<file path="src/rtl/multicycle_controller_if.sv">
// Control bundle between the multi-cycle RV32I controller and its datapath/memory.
// Latency: none, wires only.
// Backpressure: none; the controller advances one state per clock.
interface multicycle_controller_if;
  logic [6:0] op;
  logic [2:0] funct3;
  logic       funct7b5;
  logic       Zero;
  logic       PCWrite;
  logic       AdrSrc;
  logic       MemWrite;
  logic       IRWrite;
  logic [1:0] ResultSrc;
  logic [1:0] ALUSrcA;
  logic [1:0] ALUSrcB;
  logic [2:0] ALUControl;
  logic [1:0] ImmSrc;
  logic       RegWrite;
  logic       fault;
  logic [3:0] state;

  // controller side
  modport master (
    input  op, funct3, funct7b5, Zero,
    output PCWrite, AdrSrc, MemWrite, IRWrite, ResultSrc, ALUSrcA, ALUSrcB,
           ALUControl, ImmSrc, RegWrite, fault, state
  );

  // datapath side
  modport slave (
    output op, funct3, funct7b5, Zero,
    input  PCWrite, AdrSrc, MemWrite, IRWrite, ResultSrc, ALUSrcA, ALUSrcB,
           ALUControl, ImmSrc, RegWrite, fault, state
  );
endinterface

</file>
<file path="src/rtl/multicycle_controller.sv">
// Multi-cycle RV32I control FSM (lw/sw/R/I/beq/jal) with sticky FAULT on bad encodings; BNE_EN adds bne.
// Latency: Moore outputs per state, BRANCH PCWrite is Mealy on Zero; 3-5 cycles per instruction.
// Backpressure: none; one state transition every clock, FAULT holds until rst_n.
module multicycle_controller (
  input  logic                    clk,
  input  logic                    rst_n,
  multicycle_controller_if.master ctl
);

  typedef enum logic [3:0] {
    FETCH    = 4'd0,
    DECODE   = 4'd1,
    MEMADR   = 4'd2,
    MEMREAD  = 4'd3,
    MEMWB    = 4'd4,
    MEMWRITE = 4'd5,
    EXECUTER = 4'd6,
    EXECUTEI = 4'd7,
    ALUWB    = 4'd8,
    BRANCH   = 4'd9,
    JAL      = 4'd10,
    FAULT    = 4'd11
  } state_t;

  localparam logic [6:0] OP_LW  = 7'b0000011;
  localparam logic [6:0] OP_SW  = 7'b0100011;
  localparam logic [6:0] OP_R   = 7'b0110011;
  localparam logic [6:0] OP_I   = 7'b0010011;
  localparam logic [6:0] OP_B   = 7'b1100011;
  localparam logic [6:0] OP_JAL = 7'b1101111;

  state_t     state_q, state_d;
  logic       pc_write, ir_write, mem_write, reg_write;
  logic       adr_src;
  logic [1:0] result_src, alu_src_a, alu_src_b, imm_src;
  logic [2:0] alu_ctl, alu_dec;
  logic       alu_f3_ok, branch_ok, branch_take;

  // ALU operation for R/I execute states and whether funct3 is a supported ALU op
  always_comb begin
    alu_dec   = 3'b000;
    alu_f3_ok = 1'b0;
    case (ctl.funct3)
      3'b000: begin alu_dec = (ctl.op[5] & ctl.funct7b5) ? 3'b001 : 3'b000; alu_f3_ok = 1'b1; end
      3'b010: begin alu_dec = 3'b101; alu_f3_ok = 1'b1; end
      3'b110: begin alu_dec = 3'b011; alu_f3_ok = 1'b1; end
      3'b111: begin alu_dec = 3'b010; alu_f3_ok = 1'b1; end
      default: ;
    endcase
  end

`ifdef BNE_EN
  // beq and bne both legal; funct3[0] inverts the taken sense
  assign branch_ok   = (ctl.funct3 == 3'b000) || (ctl.funct3 == 3'b001);
  assign branch_take = ctl.Zero ^ ctl.funct3[0];
`else
  // beq only
  assign branch_ok   = (ctl.funct3 == 3'b000);
  assign branch_take = ctl.Zero;
`endif

  // state register; reset lands in FETCH so the first edge after release fetches
  always_ff @(posedge clk or negedge rst_n) begin
    if (!rst_n) state_q <= FETCH;
    else        state_q <= state_d;
  end

  // next state and per-state control outputs
  always_comb begin
    state_d    = state_q;
    pc_write   = 1'b0;
    ir_write   = 1'b0;
    mem_write  = 1'b0;
    reg_write  = 1'b0;
    adr_src    = 1'b0;
    result_src = 2'b00;
    alu_src_a  = 2'b00;
    alu_src_b  = 2'b00;
    alu_ctl    = 3'b000;
    case (state_q)
      FETCH: begin
        ir_write   = 1'b1;
        pc_write   = 1'b1;
        alu_src_b  = 2'b10;
        result_src = 2'b10;
        state_d    = DECODE;
      end
      DECODE: begin
        alu_src_a = 2'b01;
        alu_src_b = 2'b01;
        case (ctl.op)
          OP_LW, OP_SW: state_d = (ctl.funct3 == 3'b010) ? MEMADR : FAULT;
          OP_R:         state_d = alu_f3_ok ? EXECUTER : FAULT;
          OP_I:         state_d = alu_f3_ok ? EXECUTEI : FAULT;
          OP_B:         state_d = branch_ok ? BRANCH : FAULT;
          OP_JAL:       state_d = JAL;
          default:      state_d = FAULT;
        endcase
      end
      MEMADR: begin
        alu_src_a = 2'b10;
        alu_src_b = 2'b01;
        state_d   = (ctl.op == OP_SW) ? MEMWRITE : MEMREAD;
      end
      MEMREAD: begin
        adr_src = 1'b1;
        state_d = MEMWB;
      end
      MEMWB: begin
        result_src = 2'b01;
        reg_write  = 1'b1;
        state_d    = FETCH;
      end
      MEMWRITE: begin
        adr_src   = 1'b1;
        mem_write = 1'b1;
        state_d   = FETCH;
      end
      EXECUTER: begin
        alu_src_a = 2'b10;
        alu_ctl   = alu_dec;
        state_d   = ALUWB;
      end
      EXECUTEI: begin
        alu_src_a = 2'b10;
        alu_src_b = 2'b01;
        alu_ctl   = alu_dec;
        state_d   = ALUWB;
      end
      ALUWB: begin
        reg_write = 1'b1;
        state_d   = FETCH;
      end
      BRANCH: begin
        alu_src_a = 2'b10;
        alu_ctl   = 3'b001;
        pc_write  = branch_take;
        state_d   = FETCH;
      end
      JAL: begin
        alu_src_a = 2'b01;
        alu_src_b = 2'b10;
        pc_write  = 1'b1;
        state_d   = ALUWB;
      end
      FAULT:   state_d = FAULT;
      default: state_d = FAULT;
    endcase
  end

  // immediate format follows op directly, independent of state
  always_comb begin
    imm_src = 2'b00;
    case (ctl.op)
      OP_SW:   imm_src = 2'b01;
      OP_B:    imm_src = 2'b10;
      OP_JAL:  imm_src = 2'b11;
      default: imm_src = 2'b00;
    endcase
  end

  // write enables are gated by rst_n so nothing commits while reset is held
  assign ctl.PCWrite    = pc_write  & rst_n;
  assign ctl.IRWrite    = ir_write  & rst_n;
  assign ctl.MemWrite   = mem_write & rst_n;
  assign ctl.RegWrite   = reg_write & rst_n;
  assign ctl.AdrSrc     = adr_src;
  assign ctl.ResultSrc  = result_src;
  assign ctl.ALUSrcA    = alu_src_a;
  assign ctl.ALUSrcB    = alu_src_b;
  assign ctl.ALUControl = alu_ctl;
  assign ctl.ImmSrc     = imm_src;
  assign ctl.fault      = (state_q == FAULT);
  assign ctl.state      = state_q;

endmodule

</file>
<file path="src/flat_wrapper.sv">
// flat-port wrapper written by rule: the top's interface ports become plain ports
module multicycle_controller_flat 
  (clk, rst_n, ctl_op, ctl_funct3, ctl_funct7b5, ctl_Zero, ctl_PCWrite, ctl_AdrSrc, ctl_MemWrite, ctl_IRWrite, ctl_ResultSrc, ctl_ALUSrcA, ctl_ALUSrcB, ctl_ALUControl, ctl_ImmSrc, ctl_RegWrite, ctl_fault, ctl_state);
  multicycle_controller_if ctl_i ();
  input  logic clk;
  input  logic rst_n;
  input wire logic [$bits(ctl_i.op)-1:0] ctl_op;
  input wire logic [$bits(ctl_i.funct3)-1:0] ctl_funct3;
  input wire logic [$bits(ctl_i.funct7b5)-1:0] ctl_funct7b5;
  input wire logic [$bits(ctl_i.Zero)-1:0] ctl_Zero;
  output wire logic [$bits(ctl_i.PCWrite)-1:0] ctl_PCWrite;
  output wire logic [$bits(ctl_i.AdrSrc)-1:0] ctl_AdrSrc;
  output wire logic [$bits(ctl_i.MemWrite)-1:0] ctl_MemWrite;
  output wire logic [$bits(ctl_i.IRWrite)-1:0] ctl_IRWrite;
  output wire logic [$bits(ctl_i.ResultSrc)-1:0] ctl_ResultSrc;
  output wire logic [$bits(ctl_i.ALUSrcA)-1:0] ctl_ALUSrcA;
  output wire logic [$bits(ctl_i.ALUSrcB)-1:0] ctl_ALUSrcB;
  output wire logic [$bits(ctl_i.ALUControl)-1:0] ctl_ALUControl;
  output wire logic [$bits(ctl_i.ImmSrc)-1:0] ctl_ImmSrc;
  output wire logic [$bits(ctl_i.RegWrite)-1:0] ctl_RegWrite;
  output wire logic [$bits(ctl_i.fault)-1:0] ctl_fault;
  output wire logic [$bits(ctl_i.state)-1:0] ctl_state;
  assign ctl_i.op = ctl_op;
  assign ctl_i.funct3 = ctl_funct3;
  assign ctl_i.funct7b5 = ctl_funct7b5;
  assign ctl_i.Zero = ctl_Zero;
  assign ctl_PCWrite = ctl_i.PCWrite;
  assign ctl_AdrSrc = ctl_i.AdrSrc;
  assign ctl_MemWrite = ctl_i.MemWrite;
  assign ctl_IRWrite = ctl_i.IRWrite;
  assign ctl_ResultSrc = ctl_i.ResultSrc;
  assign ctl_ALUSrcA = ctl_i.ALUSrcA;
  assign ctl_ALUSrcB = ctl_i.ALUSrcB;
  assign ctl_ALUControl = ctl_i.ALUControl;
  assign ctl_ImmSrc = ctl_i.ImmSrc;
  assign ctl_RegWrite = ctl_i.RegWrite;
  assign ctl_fault = ctl_i.fault;
  assign ctl_state = ctl_i.state;
  multicycle_controller u_core (.clk(clk), .rst_n(rst_n), .ctl(ctl_i));
endmodule
</file>
<file path="config.mk">
export PLATFORM = sky130hd
export DESIGN_NAME = multicycle_controller_flat
export DESIGN_NICKNAME = d
export VERILOG_FILES = /design/src/rtl/multicycle_controller_if.sv /design/src/rtl/multicycle_controller.sv /design/src/flat_wrapper.sv
export SDC_FILE = /design/constraint.sdc
export NUM_CORES = 1
export LEC_CHECK = 0
export CORE_MARGIN = 10
export CORE_UTILIZATION = 38
export CTS_BUF_LIST = sky130_fd_sc_hd__clkbuf_16
export CTS_CLUSTER_DIAMETER = 150
export DETAILED_ROUTE_END_ITERATION = 10
export PLACE_DENSITY = 0.85
export SLEW_MARGIN = 20
export SYNTH_ARGS = -nofsm -noshare
export SYNTH_HDL_FRONTEND = slang
export SYNTH_SLANG_ARGS = --single-unit
</file>
<file path="constraint.sdc">
create_clock -name clk -period 1.5 [get_ports clk]
set_input_delay 0.3 -clock clk [delete_from_list [all_inputs] [get_ports clk]]
set_output_delay 0.3 -clock clk [all_outputs]
set_load 0.05 [all_outputs]
</file>
==> flow_metrics.tcl, run 1 <==
set metrics [dict create \
    synth-main-ff-cell "dfrtp_1" \
    synth_warnings 0 \
    ys_types 36 \
    port_buffers 34 \
    gp_congestion 0.8528 \
    syn_avg_cell_area_um2 7.026 \
    synth_cells 91 \
    io_pins 35 \
    die_h_um 61.02 \
    die_w_um 61.02 \
    status "aborted with a tool error" \
    failing_step "detailed placement" \
    ys_seq_elements 4 \
    stop_error "[ERROR DPL-0038] Utilization greater than 100%, impossible to legalize" \
    fp-row-count 14 \
    async_reset_ff_frac 1.000 \
    seq_area_frac_synth 0.1566 \
    synth.net_count 105 \
    synth_edf_count 0 \
    synth_area_um2 639.4 \
    initial_core_util 0.4148 \
]
stage by stage:
step / setup TNS, ns / area [µm²] / worst slack (ns) / hold slack, ns / instances
after floorplan: -2.505 / 877.1 / -0.2306 / 0.004409 / 91
after global placement: -2.573 / 1614 / -0.3489 / 0.6942 / 163
Yosys cell counts, types with 2 or more instances:
cell / instances / area, µm²
a21oi_1: 6 / 30.03
a31oi_1: 3 / 18.77
and3b_1: 2 / 17.52
buf_2: 6 / 30.03
dfrtp_1: 4 / 100.1
inv_1: 2 / 7.510
nand2_1: 9 / 33.78
nand2b_1: 4 / 25.02
nand3_1: 4 / 20.02
nor2_1: 11 / 41.29
nor2b_1: 4 / 25.02
nor3_1: 3 / 15.01
o211ai_1: 2 / 15.01
o21a_1: 2 / 15.01
o21ai_0: 5 / 25.02
o22ai_1: 2 / 12.51
xnor2_1: 3 / 26.28
kinds of logic after synthesis:
kind of cell	share of synthesized area
AOI/OAI and AO/OA	0.2446
xor gates and xnor gates	0.05480
buffers and inverters	0.06458
DFF	0.1566
muxes	0.01566
and+or+nand+nor	0.4638
==> run 2, diff against run 1 <==
Settings changed: CORE_AREA from default to 10 10 71 73, CORE_MARGIN 10 to default, CORE_UTILIZATION 38 to default, CTS_BUF_LIST sky130_fd_sc_hd__clkbuf_16 to default, CTS_CLUSTER_DIAMETER 150 to default, DIE_AREA from default to 0 0 81 83, PLACE_DENSITY 0.85 to default, PLACE_DENSITY_LB_ADDON from default to 0.15.
==> flow_metrics.tcl, run 2 <==
set metrics [dict create \
    antenna_found_initial 0 \
    cp_slowest_stage_delay_ns 0.46 \
    synth_warnings 0 \
    finalHoldViolations 0 \
    synthTopCellsByArea "dfrtp_1 16%, nor2_1 6.5%, nand2_1 5.3%, a21oi_1 4.7%, buf_2 4.7%" \
    synth.net_count 105 \
    worst_ep_arrival_time_ns 1.45 \
    cp.required_ns 1.20 \
    grt_pass1_vias 983 \
    syn_to_final_growth_pct 200.0 \
    initial_core_util 0.1760 \
    io_pins 35 \
    synth-main-ff-cell "dfrtp_1" \
    cp_num_buf_inv 2 \
    final_common_cell "buf_4" \
    hpwl_um 2251 \
    insertion_delay_ns 0.21 \
    finalPower_mw 4.256 \
    yosys.cell_count.top_type "nor2_1" \
    worstMarginPinSlew_ns 0.2390 \
    drive_gt1_frac 0.7152 \
    slew_headroom 0.8407 \
    drt_wl_total_um 2742 \
    async_reset_ff_frac 1.000 \
    cts_buffer_depth 2 \
    diodes 0 \
    r2r-start "u_core.ctl.state[3]" \
    layout_common_cells "30 x buf_4, 22 x buf_12, 14 x buf_6" \
    clock_skew_ns 0.0003347 \
    violations "negative setup slack" \
    setup_violations 15 \
    grt_pass1_wl_um 4664 \
    pwr_density_cell_nw_per_um2 2219 \
    slew_viol_final 0 \
    wire_per_inst_um 12.87 \
    core_um2 3633 \
    ys_types 36 \
    fin_crit_ns 1.746 \
    cts_buffers 3 \
    cts.sinks 4 \
    grt_max_degree 12 \
    syn_avg_cell_area_um2 7.026 \
    largest_reg_flops 4 \
    fillers 351 \
    ys_seq_elements 4 \
    synth_area_um2 639.4 \
    cts-root-buf "clkbuf_8" \
    synth_top_area_frac 0.1566 \
    seq_area_frac_synth 0.1566 \
    fin_ws_ns -0.2463 \
    gp_congestion 0.7861 \
    crit_type "in -> out" \
    die_w_um 81 \
    drt-vias-per-instance 4.385 \
    fin_crit_sh 1.164 \
    tns_ns -2.133 \
    drc 0 \
    dr.pass1.iters 4 \
    ir_drop_mv 0.5357 \
    vias 934 \
    crit_path_start "ctl_funct7b5" \
    clk_pin_slew_ns 0.03 \
    synth_cells 91 \
    synth_top_cell_by_area "dfrtp_1" \
    die_area_um2 6723 \
    status "finished with violations" \
    ant_nets 0 \
    leakage_nw 0.7758 \
    gr-total-overflow 0 \
    endpoint "ctl_ALUControl[0]" \
    fp-row-count 22 \
    die_h_um 83 \
    cts-htree-levels 1 \
    drv_cap 0 \
    rr_endpoint "u_core.ctl.state[0]" \
    fmax_ghz 0.5726 \
    hp-class "in -> async" \
    track_usage 0.08324 \
    ff2ff_path_depth 5 \
    cts_tree "yes" \
    port_buffers 34 \
    worstPathMaxFanout 1 \
    rsz0062_at_grt "yes" \
    crit_chain "clkdlybuf4s50_1, a31oi_1, or3_4, o21ai_4, buf_12" \
    cpLargestDelayFamily "buffers and inverters" \
    drtIter0Drc 12 \
    synth_edf_count 0 \
    r2r_slack_ns 0.06 \
    final_nets 181 \
    cp_slowest_cell "clkdlybuf4s50_1" \
    cp-start-kind "input pin" \
    cp.depth 5 \
    synth_common_cells "11 x nor2_1, 9 x nand2_1, 6 x a21oi_1, 6 x buf_2, 5 x o21ai_0" \
    crit_path_end_kind "output port" \
]
[run 2: layer usage]
layer / track usage / vias to the layer above / share of wire
met5: 0 / - / 0
li1: - / 477 / -
met4: 0.02817 / 0 / 0.0069
met2: 0.1477 / 28 / 0.54
met1: 0.09125 / 427 / 0.39
met3: 0.02155 / 2 / 0.069
[run 2: timing repair]
| action | 4_1_cts | 5_1_grt |
|---|---|---|
| setup buffers | 12 | 3 |
| hold endpoints to repair | 0 | 0 |
| hold buffers | 0 | 0 |
| setup endpoints to repair | 21 | 18 |
| gates resized for setup | 50 | 16 |
| pin swaps | 12 | 8 |
[run 2: kinds of logic after synthesis]
family | synth area share
flip-flops | 0.1566
AO/OA/AOI/OAI | 0.2446
multiplexers | 0.01566
XOR/XNOR | 0.05480
AND/OR/NAND/NOR | 0.4638
buffers and inverters | 0.06458
[run 2: layout make-up]
class	count	area [µm²]	share of cell area
timing repair buffer	78	925.9	0.4827
multi-input combinational	78	778.2	0.4057
sequential	4	105.1	0.05479
tap	48	60.06	0.03131
clock buffer	3	41.29	0.02153
inverter	2	7.507	0.003914
[run 2: worst min-delay path by stage]
stage                     depth (start not counted)             endpoint  slack (ns)  startpoint
after floorplan                                   0  u_core.ctl.state[0]       0.004       rst_n
after global placement                            2  u_core.ctl.state[0]        0.74       rst_n
after detailed placement                          2  u_core.ctl.state[1]        0.74       rst_n
final                                             2  u_core.ctl.state[2]        0.49       rst_n
after global routing                              4  u_core.ctl.state[2]        0.54   ctl_op[4]
after CTS                                         2  u_core.ctl.state[0]        0.52       rst_n
[run 2: per-stage QoR]
step | setup WS, ns | hold slack (ns) | util | std cells | instance area [µm²]
after floorplan | -0.2306 | 0.004409 | - | 91 | 877.1
after detailed placement | -0.3620 | 0.7439 | 0.4580 | 198 | 1664
after CTS | -0.2595 | 0.5182 | 0.5162 | 212 | 1876
after global routing | -0.2937 | 0.5353 | 0.5279 | 213 | 1918
final | -0.2463 | 0.4946 | 0.5279 | 213 | 1918
after global placement | -0.3225 | 0.7361 | 0.4580 | 198 | 1664
[run 2: power by group]
part	internal (mW)	leakage, nW	switching, mW
logic	1.89	0.709	1.88
registers	0.173	0.0449	0.0856
clock network	0.171	0.0216	0.0493
(Power assumes the default switching activity.)
